**config.mk**
```make
export PLATFORM = sky130hd
export DESIGN_NAME = uart_tx_fifo
export DESIGN_NICKNAME = d
export VERILOG_FILES = /design/src/rtl/uart_tx_fifo.sv
export SDC_FILE = /design/constraint.sdc
export NUM_CORES = 1
export LEC_CHECK = 0
export CAP_MARGIN = 10
export CORE_MARGIN = 2
export CORE_UTILIZATION = 55
export CTS_CLUSTER_SIZE = 40
export DETAILED_ROUTE_END_ITERATION = 10
export PLACE_DENSITY = 0.74
export SLEW_MARGIN = 20
export SYNTH_ARGS = -nofsm -noshare
export SYNTH_HDL_FRONTEND = slang
export SYNTH_SLANG_ARGS = --single-unit
export TNS_END_PERCENT = 1
```
**constraint.sdc**
```tcl
create_clock -name clk -period 3.35 [get_ports clk]
set_input_delay 0.67 -clock clk [delete_from_list [all_inputs] [get_ports clk]]
set_output_delay 0.67 -clock clk [all_outputs]
set_load 0.01 [all_outputs]
```
**src/rtl/uart_tx_fifo.sv**
```systemverilog
// Transmit FIFO and frame launcher feeding a UART transmitter.
// Optional almost_full output: define UART_TX_FIFO_AFULL_EN.
module uart_tx_fifo #(
  parameter int DATA_WIDTH  = 8,
  parameter int ADDR_WIDTH  = 4,
  parameter int AFULL_LEVEL = 12
) (
  input  logic                  clk,
  input  logic                  reset,
  input  logic                  tx_en,
  input  logic                  wr_en,
  input  logic [DATA_WIDTH-1:0] wr_data,
  input  logic                  flush,
  input  logic                  clr_ovf,
  input  logic                  tx_done,
  output logic                  tx_te,
  output logic [DATA_WIDTH-1:0] tx_dr,
  output logic                  full,
  output logic                  empty,
  output logic [ADDR_WIDTH:0]   count,
  output logic                  overflow,
`ifdef UART_TX_FIFO_AFULL_EN
  output logic                  almost_full,
`endif
  output logic                  busy
);

  localparam int DEPTH = 1 << ADDR_WIDTH;
  localparam logic [ADDR_WIDTH:0] FULL_CNT = (ADDR_WIDTH+1)'(DEPTH);
  localparam logic [ADDR_WIDTH:0] CNT_ONE  = (ADDR_WIDTH+1)'(1);

  if (AFULL_LEVEL < 1 || AFULL_LEVEL > DEPTH) begin : g_bad_afull
    $error("AFULL_LEVEL out of range");
  end

  typedef enum logic [2:0] {
    S_IDLE, S_LOAD, S_LAUNCH, S_WAIT, S_GAP
  } state_t;

  state_t                r_state;
  logic [DATA_WIDTH-1:0] r_mem [DEPTH];
  logic [ADDR_WIDTH-1:0] r_wptr;
  logic [ADDR_WIDTH-1:0] r_rptr;
  logic [ADDR_WIDTH:0]   w_cnt_nxt;
  logic                  w_wr;
  logic                  w_pop;
  logic                  w_ovf_set;

  assign full  = (count == FULL_CNT);
  assign empty = (count == '0);
  assign busy  = (r_state != S_IDLE);

  // flush discards a same-cycle write without flagging it
  assign w_wr      = wr_en & ~full & ~flush;
  assign w_ovf_set = wr_en & full & ~flush;
  assign w_pop     = (r_state == S_LOAD);

  always_comb begin
    w_cnt_nxt = count;
    if (flush)
      w_cnt_nxt = '0;
    else if (w_wr && !w_pop)
      w_cnt_nxt = count + CNT_ONE;
    else if (!w_wr && w_pop)
      w_cnt_nxt = count - CNT_ONE;
  end

  always_ff @(posedge clk) begin
    if (w_wr)
      r_mem[r_wptr] <= wr_data;
  end

  always_ff @(posedge clk or negedge reset) begin
    if (!reset) begin
      r_wptr   <= '0;
      r_rptr   <= '0;
      count    <= '0;
      overflow <= 1'b0;
    end else begin
      if (flush) begin
        r_wptr <= '0;
        r_rptr <= '0;
      end else begin
        if (w_wr)
          r_wptr <= r_wptr + ADDR_WIDTH'(1);
        if (w_pop)
          r_rptr <= r_rptr + ADDR_WIDTH'(1);
      end
      count <= w_cnt_nxt;
      if (w_ovf_set)
        overflow <= 1'b1;
      else if (clr_ovf)
        overflow <= 1'b0;
    end
  end

`ifdef UART_TX_FIFO_AFULL_EN
  localparam logic [ADDR_WIDTH:0] AF_CNT = (ADDR_WIDTH+1)'(AFULL_LEVEL);

  always_ff @(posedge clk or negedge reset) begin
    if (!reset)
      almost_full <= 1'b0;
    else
      almost_full <= (w_cnt_nxt >= AF_CNT);
  end
`endif

  // GAP holds tx_te low until the transmitter has seen it low while enabled
  always_ff @(posedge clk or negedge reset) begin
    if (!reset) begin
      r_state <= S_IDLE;
      tx_te   <= 1'b0;
      tx_dr   <= '0;
    end else begin
      unique case (r_state)
        S_IDLE: begin
          tx_te <= 1'b0;
          if (!empty && !flush)
            r_state <= S_LOAD;
        end
        S_LOAD: begin
          tx_dr   <= r_mem[r_rptr];
          r_state <= S_LAUNCH;
        end
        S_LAUNCH: begin
          tx_te   <= 1'b1;
          r_state <= S_WAIT;
        end
        S_WAIT: begin
          if (tx_done) begin
            tx_te   <= 1'b0;
            r_state <= S_GAP;
          end
        end
        S_GAP: begin
          tx_te <= 1'b0;
          if (tx_en)
            r_state <= S_IDLE;
        end
        default: begin
          tx_te   <= 1'b0;
          r_state <= S_IDLE;
        end
      endcase
    end
  end

endmodule

```
# == After elaboration in Yosys (flattened, before gate mapping) ==
# Memory sizes are Yosys's and may differ from the RTL's. A register that Yosys moved wholly into a read port is not among the register bits.
# Cells that the tools add are included.
# totals
regBits,18
latchBits,0
ram_bits,128
mem_bits_ro,0
out_inout_bits,18
n_memories,1
# op_classes
n_addsub,4
mul,0
div_mod_pow,0
order_cmp,0
eq_ne,8
shift,0
muxes,17
n_bitwise,7
n_reduce_logical,17
# mem_list
memory,depth,width,read_ports,rd_ports_with_merged_regs,wr,line,text
r_mem,16,8,1,1,1,41,logic [DATA_WIDTH-1:0] r_mem [DEPTH];
# ops
op,count
$mux 4,4
$mux 5,3
$pmux 3 s5,1
$mux 3,3
$add 4x1->4 const B,2
$eq 3x2->1 const B,2
$ne 2x2->1 const B,3
$reduce_bool 2->1,3
$reduce_bool 3->1,2
$add 5x1->5 const B,1
$eq 5x5->1 const B,1
$logic_not 1->1,5
$logic_not 5->1,1
$mux 1,5
$sub 5x1->5 const B,1
$and 1x1->1,4
$eq 3x1->1 const B,1
$eq 3x3->1 const B,1
$logic_and 1x1->1,3
$logic_not 3->1,1
$not 1->1,3
$pmux 1 s3,1
$reduce_and 3->1,1
$reduce_and 2->1,1

# == Depth between registers and ports, before layout ==
# Gate-level depths: netlist (run 1).
# depth
depth_word,9
ltp_mapped,9
ltp_nobuf,8

# == Worst setup path after synthesis (run 1) ==
# OpenSTA, ideal clock, no wires.
# synth_path
kind,input to register
from,in flush
to,reg count[4]
setup_ns,0.127
t_arrival_ns,2.767
required_time_ns,3.223
path_slack_ns,0.456
stages,9
n_path_buf,1
cell_sequence,clkbuf_1 -> nand2b_1 -> a211oi_2 -> inv_1 -> ha_1 -> a21oi_1 -> nand3_1 -> mux2_1 -> mux2_1
# synth_between
elab_chain_cells,5
word_cells_on_any_way,8
# synth_rtl
element,line,text
from (decl),13,"input logic flush,"
$not 1->1,54,assign w_wr = wr_en & ~full & ~flush;
$and 1x1->1,54,
$logic_and 1x1->1 or $logic_not 1->1 (tied branches),"62, 64",
$mux 5 or $logic_and 1x1->1 (tied branches),"62, 64",
$mux 5 or $reduce_bool 3->1 (tied branches),-,
to (signal assigned),89,count <= w_cnt_nxt;
to (decl),20,"output logic [ADDR_WIDTH:0] count,"
# Several ways; a longest one is shown, not always the timed one.
# A chain may end at the register's enable or synchronous reset.

# == Worst setup path after layout (run 1) ==
# layout_path
from,reg count[0]
to,out empty
# layout_between
elab_chain_cells,1
# layout_rtl
element,line,text
$logic_not 5->1,50,assign empty = (count == '0);
to (decl),19,"output logic empty,"
# Every way passes these cells.

==> results.toml, run 1 <==
[yosys]
synth_enable_flop_cells = 128
synthFlopType = "edfxtp_1"
netlist_instances = 358
mappedNetlistArea_mm2 = 0.00641
netlist.area_leader.share = 0.599
ys_ff_latch = 154
synth_warnings = 0
synth_area_leader_cell = "edfxtp_1"
async_reset_ff_frac = 0.169
synth.area.top_cells = "edfxtp_1 60%, mux4_2 11%, dfrtp_1 10%"
avgSynthCellArea_um2 = 17.9
yosysSeqAreaShare = 0.701
synth.net_count = 383
ys_types = 48

[routing]
routed_wl_mm = 12.1
antenna_left = 0
routedWlPerCell_um = 21.7
num_vias = 3350
dr.pass1.iters = 5
drc = 0
drtIter0Drc = 275
vias_per_cell = 6.01

[min_path]
hold_depth = 2
worstHoldPathType = "register to register"

[timing]
max_slew_margin = 0.485
max_freq_mhz = 348
slew_viol_final = 0
rsz0062_at_grt = "no"
tns_ps = 0
worstMarginPinSlew_ps = 772
fin_crit_sh = 0.859
holdWs_ps = 531
hold_viol_final = 0
setup_viol = 0
fin_crit_ps = 2880
fin_skew_ps = 7.34

[clock_network]
cts_buffers = 17
clockBufferDepth = 2
root_buffer = "clkbuf_16"
cts_hold_buffers = 0
clk_pin_slew_ps = 60
clock_latency_ps = 420
cts_tree = "built"
cts_num_sinks = 154
htreeDepth = 4
cts_resized = 0
post-cts-setup-buffer-count = 0

[floorplan]
io_pins = 33
rows = 39
die_height_um = 112
die-area_mm2 = 0.0125
coreArea_mm2 = 0.0114
die_w_um = 112
initial_core_util = 0.562

[power_and_ir_drop]
power.density_mw_per_mm2 = 750
total_leakage_power_nw = 2.50
peakVddDrop_mv = 0.495

[global_routing]
grt_pass1_vias = 3560
gr-total-overflow = 0
grt.total_usage = 0.210
grt_max_degree = 27
grt_pass1_wl_mm = 19.3
antenna_found_initial = 0

[final_layout]
antenna_cells = 0
fin_nets = 426
final_cell_mix = "128 x edfxtp_1, 32 x clkdlybuf4s50_1, 30 x mux4_2"
drive_gt1_frac = 0.198
area_growth_pct = 16.6
final_common_cell = "edfxtp_1"

[critical_path]
cp_top_family = "simple AND/OR/NAND/NOR gates"
max_stage_delay_ps = 620
critical_path_class = "register to output port"
cp_max_fo = 7
critPathLaunchType = "register"
worstPathRequired_ps = 2680
cp.arrival_ps = 2210
reg2reg_depth = 8
worstSetupEndpointType = "output port"
r2r_setup_slack_ps = 590
cp_cell_sequence = "or4_4 > nor2_1 > clkdlybuf4s50_1"
path_depth = 3
cp_num_buf_inv = 1
slowest_stage = "or4_4"

[place]
port_buffers = 32
dpl.hpwl_mm = 7.60
gp_congestion = 0.800

[run]
drv_cap = 0

[status]
status = "complete, no violations"
## sequential cells by signal, indices dropped and copies added (netlist names)
register,flops
overflow,1
r_mem,128
r_state,3
count,5
r_wptr,4
tx_dr,8
tx_te,1
r_rptr,4
## final timing paths
check | from | endpoint
max in group asynchronous | reset | r_rptr[1]
min in group asynchronous | reset | tx_te
worst max register to register | count[0] | count[4]
worst min register to register | tx_dr[3] | tx_dr[3]
worst max-delay path | count[0] | empty
worst min-delay path | tx_dr[3] | tx_dr[3]
## synth_stat cells, types with 2 or more instances
| master | number |
|---|---|
| o21ai_1 | 7 |
| a22oi_1 | 9 |
| o32ai_1 | 2 |
| nand2b_1 | 2 |
| nand2_1 | 9 |
| and3b_1 | 2 |
| o211ai_1 | 2 |
| buf_2 | 6 |
| buf_4 | 4 |
| a21oi_1 | 9 |
| inv_1 | 7 |
| xor2_1 | 3 |
| mux2_1 | 2 |
| edfxtp_1 | 128 |
| mux2_2 | 8 |
| a211oi_1 | 2 |
| nand4_1 | 3 |
| or3_1 | 2 |
| dfrtp_1 | 26 |
| and2_1 | 17 |
| mux4_2 | 30 |
| mux2i_1 | 13 |
| nor2b_1 | 2 |
| nand3_1 | 5 |
| ha_1 | 9 |
| nor4_1 | 3 |
| nor3_1 | 4 |
| buf_6 | 2 |
| clkbuf_1 | 5 |
| xnor2_1 | 3 |
| and3_1 | 3 |
| nor2_1 | 13 |
## through the flow
step / area (µm²) / setup WS (ps) / utilization / cells / total power [mW]
5_1_grt: 7480 / 385 / 0.655 / 557 / 5.85
3_5_place_dp: 6880 / 223 / 0.603 / 525 / 3.74
3_3_place_gp: 6880 / 320 / 0.603 / 525 / 3.70
2_1_floorplan: 6410 / 456 / - / 358 / 3.27
4_1_cts: 7480 / 465 / 0.655 / 557 / 5.64
6_report: 7480 / 473 / 0.655 / 557 / 5.61
## worst min-delay path: stages (launching register included)
cell     delay (ps)
dfrtp_1         340
a22oi_1          80
o21ai_1          70
## cell families after synthesis
family / Yosys count / synth area share
XOR/XNOR: 6 / 0.00819
multiplexers: 53 / 0.143
buffers and inverters: 24 / 0.0199
adder cells (fa/ha/maj): 10 / 0.0207
AND/OR/NAND/NOR: 71 / 0.0642
flip-flops: 154 / 0.701
AO/OA/AOI/OAI: 40 / 0.0433
## power breakdown
group          internal [mW]  switching [mW]  leakage, nW  total [mW]
logic                  0.682           0.600        0.736        1.28
registers               2.21           0.214         1.49        2.43
clock network           1.19           0.718        0.277        1.90
total                   4.08            1.53         2.50        5.61
## final cells by class
class	instances	area [µm²]
timing repair buffer	41	388
sequential	154	4500
clock buffer	20	447
fill	793	3940
clock inverter	12	150
multi-input combinational	180	1790
tap	143	179
inverter	7	26.3
## routing by layer
metal	up-vias	GRT usage	wire length, µm
li1	1516	-	-
met1	1706	0.266	4960
met2	116	0.355	6270
met3	12	0.0533	665
met4	0	0.0772	166
met5	-	0	0
(Power assumes the default switching activity.)
==> run 2, diff against run 1 <==
--- a/config.mk
+++ b/config.mk
@@ -8,7 +8,7 @@
 export CAP_MARGIN = 10
 export CORE_MARGIN = 2
 export CORE_UTILIZATION = 55
-export CTS_CLUSTER_SIZE = 40
+export CTS_CLUSTER_SIZE = 10
 export DETAILED_ROUTE_END_ITERATION = 10
 export PLACE_DENSITY = 0.74
 export SLEW_MARGIN = 20
==> results of run 2 <==
Final layout, timing and power as in run 1 (identical DEF).
==> run 3, diff against run 2 <==
--- a/config.mk
+++ b/config.mk
@@ -10,6 +10,7 @@
 export CORE_UTILIZATION = 55
 export CTS_CLUSTER_SIZE = 10
 export DETAILED_ROUTE_END_ITERATION = 10
+export MAX_ROUTING_LAYER = met4
 export PLACE_DENSITY = 0.74
 export SLEW_MARGIN = 20
 export SYNTH_ARGS = -nofsm -noshare
==> run 3 against run 2 <==
  * Power hardly changed
  * Via count is 0.90% lower
  * Core utilization stayed put
  * Setup slack better by 0.71 ps
  * Routed wire length is 0.25% higher
  * Count of clock-buffer cells in the layout stayed put
  * Clock power hardly changed
  * Hold slack better by 0.77 ps
  * Highest routed layer unchanged
==> results.toml, run 3 (same netlist as run 1, synthesis figures left out) <==
[floorplan]
die_w_um = 112
die_height_um = 112
initial_core_util = 0.562
die-area_mm2 = 0.0125
rows = 39
io_pins = 33
coreArea_mm2 = 0.0114

[timing]
worstMarginPinSlew_ps = 791
tns_ps = 0
hold_viol_final = 0
fin_crit_ps = 2880
slew_viol_final = 0
fin_crit_sh = 0.859
fin_skew_ps = 14.7
max_freq_mhz = 348
setup_viol = 0
rsz0062_at_grt = "no"
max_slew_margin = 0.473

[final_layout]
area_growth_pct = 16.6
fin_nets = 426
final_cell_area_mm2 = 0.00748
drive_gt1_frac = 0.198
largest_registers = "r_mem (128), tx_dr (8), count (5)"
final_cell_mix = "128 x edfxtp_1, 32 x clkdlybuf4s50_1, 30 x mux4_2"
final_common_cell = "edfxtp_1"
top_register = "r_mem"
largest_register_ffs = 128
antenna_cells = 0

[critical_path]
max_stage_delay_ps = 620
slowest_stage = "or4_4"
worstPathRequired_ps = 2680
cp_top_family = "simple AND/OR/NAND/NOR gates"
cp_num_buf_inv = 1
cp_max_fo = 7
worstSetupEndpointType = "output port"
critPathLaunchType = "register"
critical_path_class = "register to output port"
cp_cell_sequence = "or4_4 > nor2_1 > clkdlybuf4s50_1"
cp.arrival_ps = 2210

[clock_network]
cts_num_sinks = 154
clock_latency_ps = 420
htreeDepth = 4
cts_resized = 0
cts_tree = "built"
cts_hold_buffers = 0
cts_buffers = 17
clockBufferDepth = 2
root_buffer = "clkbuf_16"
post-cts-setup-buffer-count = 0
clk_pin_slew_ps = 60

[routing]
drtIter0Drc = 249
antenna_left = 0
dr.pass1.iters = 4
num_vias = 3320
routedWlPerCell_um = 21.7
routed_wl_mm = 12.1
drc = 0
vias_per_cell = 5.96

[power_and_ir_drop]
total_leakage_power_nw = 2.50
combPwrFrac = 0.229
p_int_mw = 4.08
power.switching_mw = 1.53
p_seq_frac = 0.433
peakVddDrop_mv = 0.497
clockPowerShare = 0.339
power.density_mw_per_mm2 = 750
swShare = 0.273

[place]
dpl.hpwl_mm = 7.60
placement.cell_area_mm2 = 0.00688
gp_congestion = 0.812
port_buffers = 32

[global_routing]
grt_pass1_vias = 3548
grt_pass1_wl_mm = 19.3
grt.total_usage = 0.216
grt_max_degree = 27
gr-total-overflow = 0
antenna_found_initial = 0

[min_path]
worstHoldPathType = "register to register"

[status]
status = "complete, no violations"

[run]
drv_cap = 0
-- run 3: area by class of cell --
| class | instances | area, µm² |
|---|---|---|
| Sequential cell | 154 | 4500 |
| Fill cell | 793 | 3940 |
| Multi-Input combinational cell | 180 | 1790 |
| Clock buffer | 20 | 447 |
| Timing Repair Buffer | 41 | 388 |
| Tap cell | 143 | 179 |
| Clock inverter | 12 | 150 |
| Inverter | 7 | 26.3 |
-- run 3: worst min-delay path, stage by stage (launching register included) --
cell and delay (ps):
dfrtp_1 340, a22oi_1 80, o21ai_1 70
-- run 3: final timing paths --
check,start,end,slack [ps],cells after the start
max in group asynchronous,reset,r_rptr[1],2420,2
worst min register to register,tx_dr[3],tx_dr[3],530,2
worst max-delay path,count[0],empty,470,3
min in group asynchronous,reset,r_wptr[2],640,2
worst min-delay path,tx_dr[3],tx_dr[3],530,2
worst max register to register,count[0],count[4],580,8
-- run 3: per-stage QoR --
stage                     setup WS (ps)  total power, mW   util  hold slack [ps]  std cells
after floorplan                     456             3.27      -              374        358
after global placement              320             3.70  0.603              508        525
after detailed placement            223             3.74  0.603              525        525
after CTS                           465             5.64  0.655              538        557
after global routing                385             5.85  0.655              566        557
final                               473             5.61  0.655              532        557
-- run 3: power groups by stage --
stage                     Clock (mW)  Combinational (mW)  Sequential, mW
after CTS                       1.93                1.29            2.42
after global placement             0                1.24            2.46
after detailed placement           0                1.28            2.46
after floorplan                    0               0.901            2.37
final                           1.90                1.28            2.43
after global routing            2.01                1.39            2.45
-- run 3: routing by layer --
layer | up-vias | global-route usage | wire (µm)
met3 | 7 | 0.0512 | 622
met4 | 0 | 0.0772 | 92
met1 | 1704 | 0.267 | 5070
met2 | 95 | 0.355 | 6310
li1 | 1514 | - | -
met5 | - | - | 0
